[src/rtl/multicycle_control_fsm_if.sv]
// Control bundle between the multi-cycle sequencer and the datapath.
// master = sequencer side, slave = datapath side.
interface multicycle_control_fsm_if;
  logic [6:0] opcode;
  logic       zero;
  logic       mem_ready;
  logic       pc_write;
  logic       ir_write;
  logic       adr_src;
  logic       mem_read_en;
  logic       mem_write_en;
  logic       reg_write_en;
  logic [1:0] result_src;
  logic [1:0] alu_src_a;
  logic [1:0] alu_src_b;
  logic [1:0] alu_op;
  logic       branch;
  logic       instr_done;
  logic       halted;
  logic [3:0] state;

  modport master (
    input  opcode, zero, mem_ready,
    output pc_write, ir_write, adr_src,
    output mem_read_en, mem_write_en,
    output reg_write_en, result_src,
    output alu_src_a, alu_src_b, alu_op,
    output branch, instr_done, halted,
    output state
  );

  modport slave (
    output opcode, zero, mem_ready,
    input  pc_write, ir_write, adr_src,
    input  mem_read_en, mem_write_en,
    input  reg_write_en, result_src,
    input  alu_src_a, alu_src_b, alu_op,
    input  branch, instr_done, halted,
    input  state
  );
endinterface

[src/rtl/multicycle_control_fsm.sv]
// Moore-style multi-cycle sequencer: fetch/decode/exec/mem/writeback.
// Optional MEM_WAIT_EN: stall FETCH/MEMREAD/MEMWRITE until mem_ready.
module multicycle_control_fsm (
  input logic                      clk,
  input logic                      rst_n,
  multicycle_control_fsm_if.master bus
);

  typedef enum logic [3:0] {
    S_FETCH    = 4'd0,
    S_DECODE   = 4'd1,
    S_MEMADR   = 4'd2,
    S_MEMREAD  = 4'd3,
    S_MEMWB    = 4'd4,
    S_MEMWRITE = 4'd5,
    S_EXECR    = 4'd6,
    S_EXECI    = 4'd7,
    S_ALUWB    = 4'd8,
    S_BEQ      = 4'd9,
    S_JAL      = 4'd10,
    S_TRAP     = 4'd15
  } state_t;

  state_t cur;
  state_t nxt;
  logic   ready;

`ifdef MEM_WAIT_EN
  assign ready = bus.mem_ready;
`else
  logic unused_mem_ready;
  assign unused_mem_ready = bus.mem_ready;
  assign ready = 1'b1;
`endif

  logic is_load;
  logic is_store;
  logic is_rtype;
  logic is_itype;
  logic is_beq;
  logic is_jal;

  assign is_load  = (bus.opcode == 7'b0000011);
  assign is_store = (bus.opcode == 7'b0100011);
  assign is_rtype = (bus.opcode == 7'b0110011);
  assign is_itype = (bus.opcode == 7'b0010011);
  assign is_beq   = (bus.opcode == 7'b1100011);
  assign is_jal   = (bus.opcode == 7'b1101111);

  assign bus.state = cur;

  // State register; reset aborts any instruction and parks in FETCH
  always_ff @(posedge clk or negedge rst_n) begin
    if (!rst_n) cur <= S_FETCH;
    else        cur <= nxt;
  end

  // Next-state selection
  always_comb begin
    nxt = cur;
    unique case (cur)
      S_FETCH:    if (ready) nxt = S_DECODE;
      S_DECODE: begin
        unique case (1'b1)
          is_load,
          is_store: nxt = S_MEMADR;
          is_rtype: nxt = S_EXECR;
          is_itype: nxt = S_EXECI;
          is_beq:   nxt = S_BEQ;
          is_jal:   nxt = S_JAL;
          default:  nxt = S_TRAP;
        endcase
      end
      S_MEMADR:   nxt = is_store ? S_MEMWRITE
                                 : S_MEMREAD;
      S_MEMREAD:  if (ready) nxt = S_MEMWB;
      S_MEMWB:    nxt = S_FETCH;
      S_MEMWRITE: if (ready) nxt = S_FETCH;
      S_EXECR:    nxt = S_ALUWB;
      S_EXECI:    nxt = S_ALUWB;
      S_ALUWB:    nxt = S_FETCH;
      S_BEQ:      nxt = S_FETCH;
      S_JAL:      nxt = S_ALUWB;
      S_TRAP:     nxt = S_TRAP;
      default:    nxt = S_TRAP;
    endcase
  end

  // Per-state control outputs (BEQ pc_write is the only Mealy term)
  always_comb begin
    bus.pc_write     = 1'b0;
    bus.ir_write     = 1'b0;
    bus.adr_src      = 1'b0;
    bus.mem_read_en  = 1'b0;
    bus.mem_write_en = 1'b0;
    bus.reg_write_en = 1'b0;
    bus.result_src   = 2'b00;
    bus.alu_src_a    = 2'b00;
    bus.alu_src_b    = 2'b00;
    bus.alu_op       = 2'b00;
    bus.branch       = 1'b0;
    bus.instr_done   = 1'b0;
    bus.halted       = 1'b0;
    unique case (cur)
      S_FETCH: begin
        bus.mem_read_en = 1'b1;
        bus.ir_write    = ready;
        bus.alu_src_b   = 2'b10;
        bus.result_src  = 2'b10;
        bus.pc_write    = ready;
      end
      S_DECODE: begin
        bus.alu_src_a = 2'b01;
        bus.alu_src_b = 2'b01;
      end
      S_MEMADR: begin
        bus.alu_src_a = 2'b10;
        bus.alu_src_b = 2'b01;
      end
      S_MEMREAD: begin
        bus.mem_read_en = 1'b1;
        bus.adr_src     = 1'b1;
      end
      S_MEMWB: begin
        bus.result_src   = 2'b01;
        bus.reg_write_en = 1'b1;
        bus.instr_done   = 1'b1;
      end
      S_MEMWRITE: begin
        bus.mem_write_en = 1'b1;
        bus.adr_src      = 1'b1;
        bus.instr_done   = ready;
      end
      S_EXECR: begin
        bus.alu_src_a = 2'b10;
        bus.alu_op    = 2'b10;
      end
      S_EXECI: begin
        bus.alu_src_a = 2'b10;
        bus.alu_src_b = 2'b01;
        bus.alu_op    = 2'b11;
      end
      S_ALUWB: begin
        bus.reg_write_en = 1'b1;
        bus.instr_done   = 1'b1;
      end
      S_BEQ: begin
        bus.alu_src_a  = 2'b10;
        bus.alu_op     = 2'b01;
        bus.branch     = 1'b1;
        bus.pc_write   = bus.zero;
        bus.instr_done = 1'b1;
      end
      S_JAL: begin
        bus.alu_src_a = 2'b01;
        bus.alu_src_b = 2'b10;
        bus.pc_write  = 1'b1;
      end
      S_TRAP: begin
        bus.halted = 1'b1;
      end
      default: begin
        bus.halted = 1'b1;
      end
    endcase
  end

endmodule

[src/flat_wrapper.sv]
// flat-port wrapper written by rule: the top's interface ports become plain ports
module multicycle_control_fsm_flat 
  (clk, rst_n, bus_opcode, bus_zero, bus_mem_ready, bus_pc_write, bus_ir_write, bus_adr_src, bus_mem_read_en, bus_mem_write_en, bus_reg_write_en, bus_result_src, bus_alu_src_a, bus_alu_src_b, bus_alu_op, bus_branch, bus_instr_done, bus_halted, bus_state);
  multicycle_control_fsm_if bus_i ();
  input logic clk;
  input logic rst_n;
  input wire logic [$bits(bus_i.opcode)-1:0] bus_opcode;
  input wire logic [$bits(bus_i.zero)-1:0] bus_zero;
  input wire logic [$bits(bus_i.mem_ready)-1:0] bus_mem_ready;
  output wire logic [$bits(bus_i.pc_write)-1:0] bus_pc_write;
  output wire logic [$bits(bus_i.ir_write)-1:0] bus_ir_write;
  output wire logic [$bits(bus_i.adr_src)-1:0] bus_adr_src;
  output wire logic [$bits(bus_i.mem_read_en)-1:0] bus_mem_read_en;
  output wire logic [$bits(bus_i.mem_write_en)-1:0] bus_mem_write_en;
  output wire logic [$bits(bus_i.reg_write_en)-1:0] bus_reg_write_en;
  output wire logic [$bits(bus_i.result_src)-1:0] bus_result_src;
  output wire logic [$bits(bus_i.alu_src_a)-1:0] bus_alu_src_a;
  output wire logic [$bits(bus_i.alu_src_b)-1:0] bus_alu_src_b;
  output wire logic [$bits(bus_i.alu_op)-1:0] bus_alu_op;
  output wire logic [$bits(bus_i.branch)-1:0] bus_branch;
  output wire logic [$bits(bus_i.instr_done)-1:0] bus_instr_done;
  output wire logic [$bits(bus_i.halted)-1:0] bus_halted;
  output wire logic [$bits(bus_i.state)-1:0] bus_state;
  assign bus_i.opcode = bus_opcode;
  assign bus_i.zero = bus_zero;
  assign bus_i.mem_ready = bus_mem_ready;
  assign bus_pc_write = bus_i.pc_write;
  assign bus_ir_write = bus_i.ir_write;
  assign bus_adr_src = bus_i.adr_src;
  assign bus_mem_read_en = bus_i.mem_read_en;
  assign bus_mem_write_en = bus_i.mem_write_en;
  assign bus_reg_write_en = bus_i.reg_write_en;
  assign bus_result_src = bus_i.result_src;
  assign bus_alu_src_a = bus_i.alu_src_a;
  assign bus_alu_src_b = bus_i.alu_src_b;
  assign bus_alu_op = bus_i.alu_op;
  assign bus_branch = bus_i.branch;
  assign bus_instr_done = bus_i.instr_done;
  assign bus_halted = bus_i.halted;
  assign bus_state = bus_i.state;
  multicycle_control_fsm u_core (.clk(clk), .rst_n(rst_n), .bus(bus_i));
endmodule
[config.mk]
export PLATFORM = sky130hd
export DESIGN_NAME = multicycle_control_fsm_flat
export DESIGN_NICKNAME = d
export VERILOG_FILES = /design/src/rtl/multicycle_control_fsm_if.sv /design/src/rtl/multicycle_control_fsm.sv /design/src/flat_wrapper.sv
export SDC_FILE = /design/constraint.sdc
export NUM_CORES = 1
export LEC_CHECK = 0
export ABC_CLOCK_PERIOD_IN_PS = 1800
export BUFFER_PORTS_ARGS = -buffer_cell sky130_fd_sc_hd__buf_4
export CAP_MARGIN = 40
export CORE_AREA = 4 4 41 43
export DETAILED_ROUTE_END_ITERATION = 6
export DIE_AREA = 0 0 45 47
export PLACE_DENSITY = 0.72
export SLEW_MARGIN = 25
export SYNTH_ARGS = -nofsm -noshare
export SYNTH_HDL_FRONTEND = slang
export SYNTH_SLANG_ARGS = --single-unit
[constraint.sdc]
create_clock -name clk -period 1.8 [get_ports clk]
set_clock_uncertainty 0.1 [all_clocks]
set_input_delay 0.18 -clock clk [delete_from_list [all_inputs] [get_ports clk]]
set_output_delay 0.18 -clock clk [all_outputs]
set_load 0.02 [all_outputs]
==> flow_metrics.py <==
metrics = {
    "place": {
        "place_hpwl_mm": 1.14,
        "port_buffers": 30,
        "pre_cts_ws_ps": 66.3,
        "globalplace.congestion": 0.783,
    },
    "timing": {
        "finalCritPeriodShare": 0.987,
        "slew_viol_final": 0,
        "setup_viol": 0,
        "fmax_mhz": 563,
        "worstMarginPinSlew_ps": 391,
        "tns_ps": 0,
        "period_needed_ps": 1780,
        "final.setup.worst_slack_ps": 24.1,
        "final_hold_viol_count": 0,
        "slew_headroom": 0.733,
    },
    "critical_path": {
        "crit_family": "flip-flops",
        "worstSetupPathType": "flop to output port",
        "cp.arrival_ps": 1500,
        "path_buf_inv": 2,
        "crit_chain": "buf_6, or3_4, a21oi_2, buf_4",
        "crit_slowest_cell": "dfrtp_2",
        "crit_fanout": 10,
        "cp-end-kind": "output port",
        "required_ps": 1520,
        "crit_path_start_kind": "flop",
        "max_stage_delay_ps": 460,
    },
    "yosys": {
        "synth_nets": 83,
        "synth-edff-count": 0,
        "synth_top_flop_cell": "dfrtp_1",
        "synth_warnings": 0,
        "synth_fa_ha_area_frac": 0,
        "yosys.area_share.simple": 0.434,
        "syn_avg_cell_area_um2": 6.88,
        "synth_cells": 72,
        "synth_xor_area_frac": 0.0354,
        "ys_ff_latch": 4,
        "synth.yosys.seq_area_share": 0.202,
        "muxShareOfSynthArea": 0,
        "synth_top_family_by_area": "simple AND/OR/NAND/NOR gates",
        "postSynth.asyncResetShare": 1.00,
        "ys_types": 33,
        "netlist_area_um2": 495,
        "synth-compound-area-share": 0.240,
    },
    "pwr": {
        "irDropWorstVdd_v": 0.000526,
        "powerDensity_nw_per_um2": 255,
        "p_leak_nw": 0.388,
        "power_mw": 0.226,
    },
    "layout": {
        "nFillCells": 122,
        "num_antenna_cells": 0,
        "drive_gt1_frac": 0.517,
        "fin_util": 0.680,
        "synthToLayoutAreaGrowth_pct": 78.5,
        "fin_nets": 129,
        "final_common_cell": "buf_4",
        "largest_reg_flops": 4,
        "final_cell_mix": "buf_4 (44), nor2_1 (10), nand2_1 (4), dfrtp_2 (4)",
    },
    "global_route": {
        "grt_remaining_overflow": 0,
        "grt_first_pass_wirelength_mm": 2.30,
        "grt_pass1_vias": 521,
        "antenna_found_initial": 0,
        "grt_max_degree": 16,
        "grt_usage": 0.146,
    },
    "cts": {
        "cts_tree": "yes",
        "htreeDepth": 1,
        "clockBufferDepth": 2,
        "numCtsBuffers": 3,
        "cts.sinks": 4,
        "clk_pin_slew_ps": 30,
        "clk_latency_ps": 230,
        "clockRootBuffer": "clkbuf_4",
    },
    "floorplan": {
        "die_w_um": 45,
        "coreArea_um2": 1300,
        "initial_utilization": 0.381,
        "dieArea_um2": 2120,
        "core.rowCount": 13,
        "die_h_um": 47,
        "ios": 32,
    },
    "routing": {
        "m1WireLength_um": 634,
        "highest-signal-layer": "met3",
        "wirelength_mm": 1.59,
        "ant_nets": 0,
        "met2_length_um": 794,
        "drc": 0,
        "num_vias": 682,
        "dr.pass1.iters": 4,
        "drtIter0Drc": 13,
        "drt-vias-per-instance": 5.21,
        "wl_per_cell_um": 12.2,
        "wl_met3_um": 163,
    },
    "hold_path": {
        "hold_class": "input port to flop",
    },
    "run": {
        "drv_cap": 0,
    },
    "status": {
        "status": "complete, no violations",
    },
}
power breakdown:
part | total [mW] | switching, mW | internal [mW]
combinational | 0.0296 | 0.0122 | 0.0174
sequential | 0.0904 | 0 | 0.0904
clock | 0.106 | 0.0317 | 0.0742
metal layers:
layer,up-vias,global-route usage
li1,352,-
met1,296,0.208
met2,34,0.218
met3,0,0.0383
met4,0,0.0351
met5,-,0
per-stage QoR:
| step | hold WS [ps] | cells | cell area [um^2] |
|---|---|---|---|
| after floorplan | -216 | 72 | 504 |
| after global placement | -125 | 116 | 749 |
| after detailed placement | -122 | 116 | 749 |
| after CTS | 144 | 120 | 791 |
| after global routing | 163 | 131 | 885 |
| final | 156 | 131 | 885 |
worst register-to-register path, stage by stage (launching register included):
cell	delay (ps)
dfrtp_2	470
buf_4	190
or4b_1	530
nor2_1	100
a2111oi_0	70
o21ai_1	150
cell families after synthesis:
kind of cell / count (synthesis)
AND/OR/NAND/NOR: 39
AO/OA/AOI/OAI: 18
buffers and inverters: 9
flip-flops: 4
XOR/XNOR: 2
cell type report:
cell class,instances,area [um^2],area share
sequential,4,105,0.119
inverter,4,15.0,0.0170
timing repair buffer,46,352,0.397
multi-input combinational,59,372,0.420
tap,15,18.8,0.0212
clock buffer,3,22.5,0.0255
timing repair:
action                                  4_1_cts  5_1_grt
gates resized for setup                       6        3
hold buffers                                  1        0
endpoints found under the setup margin        5        5
setup buffers                                 0       11
endpoints found under the hold margin         4        0
path summary, 6_finish.rpt:
check,start,end,slack (ps),cells after the start
max in group asynchronous,rst_n,u_core.bus.state[0],1300,2
worst max-delay path,u_core.bus.state[0],bus_alu_src_a[0],20,4
min in group asynchronous,rst_n,u_core.bus.state[3],190,2
worst min register to register,u_core.bus.state[3],u_core.bus.state[2],510,2
worst max register to register,u_core.bus.state[2],u_core.bus.state[1],130,5
worst min-delay path,bus_opcode[5],u_core.bus.state[2],160,3
Yosys cell counts, types with 2 or more instances:
cell type | number | area (um^2)
a21o_1 | 2 | 15.0
a21oi_1 | 5 | 25.0
buf_2 | 2 | 10.0
clkbuf_1 | 2 | 7.51
dfrtp_1 | 4 | 100
inv_1 | 4 | 15.0
nand2_1 | 4 | 15.0
nand2b_1 | 2 | 12.5
nand3_1 | 3 | 15.0
nand4_1 | 2 | 12.5
nor2_1 | 11 | 41.3
nor2b_1 | 3 | 18.8
nor3_1 | 4 | 20.0
nor4_1 | 2 | 12.5
o21a_1 | 2 | 15.0
o21ai_0 | 2 | 10.0
o22ai_1 | 2 | 12.5
Power figures use the tool's default switching activity.
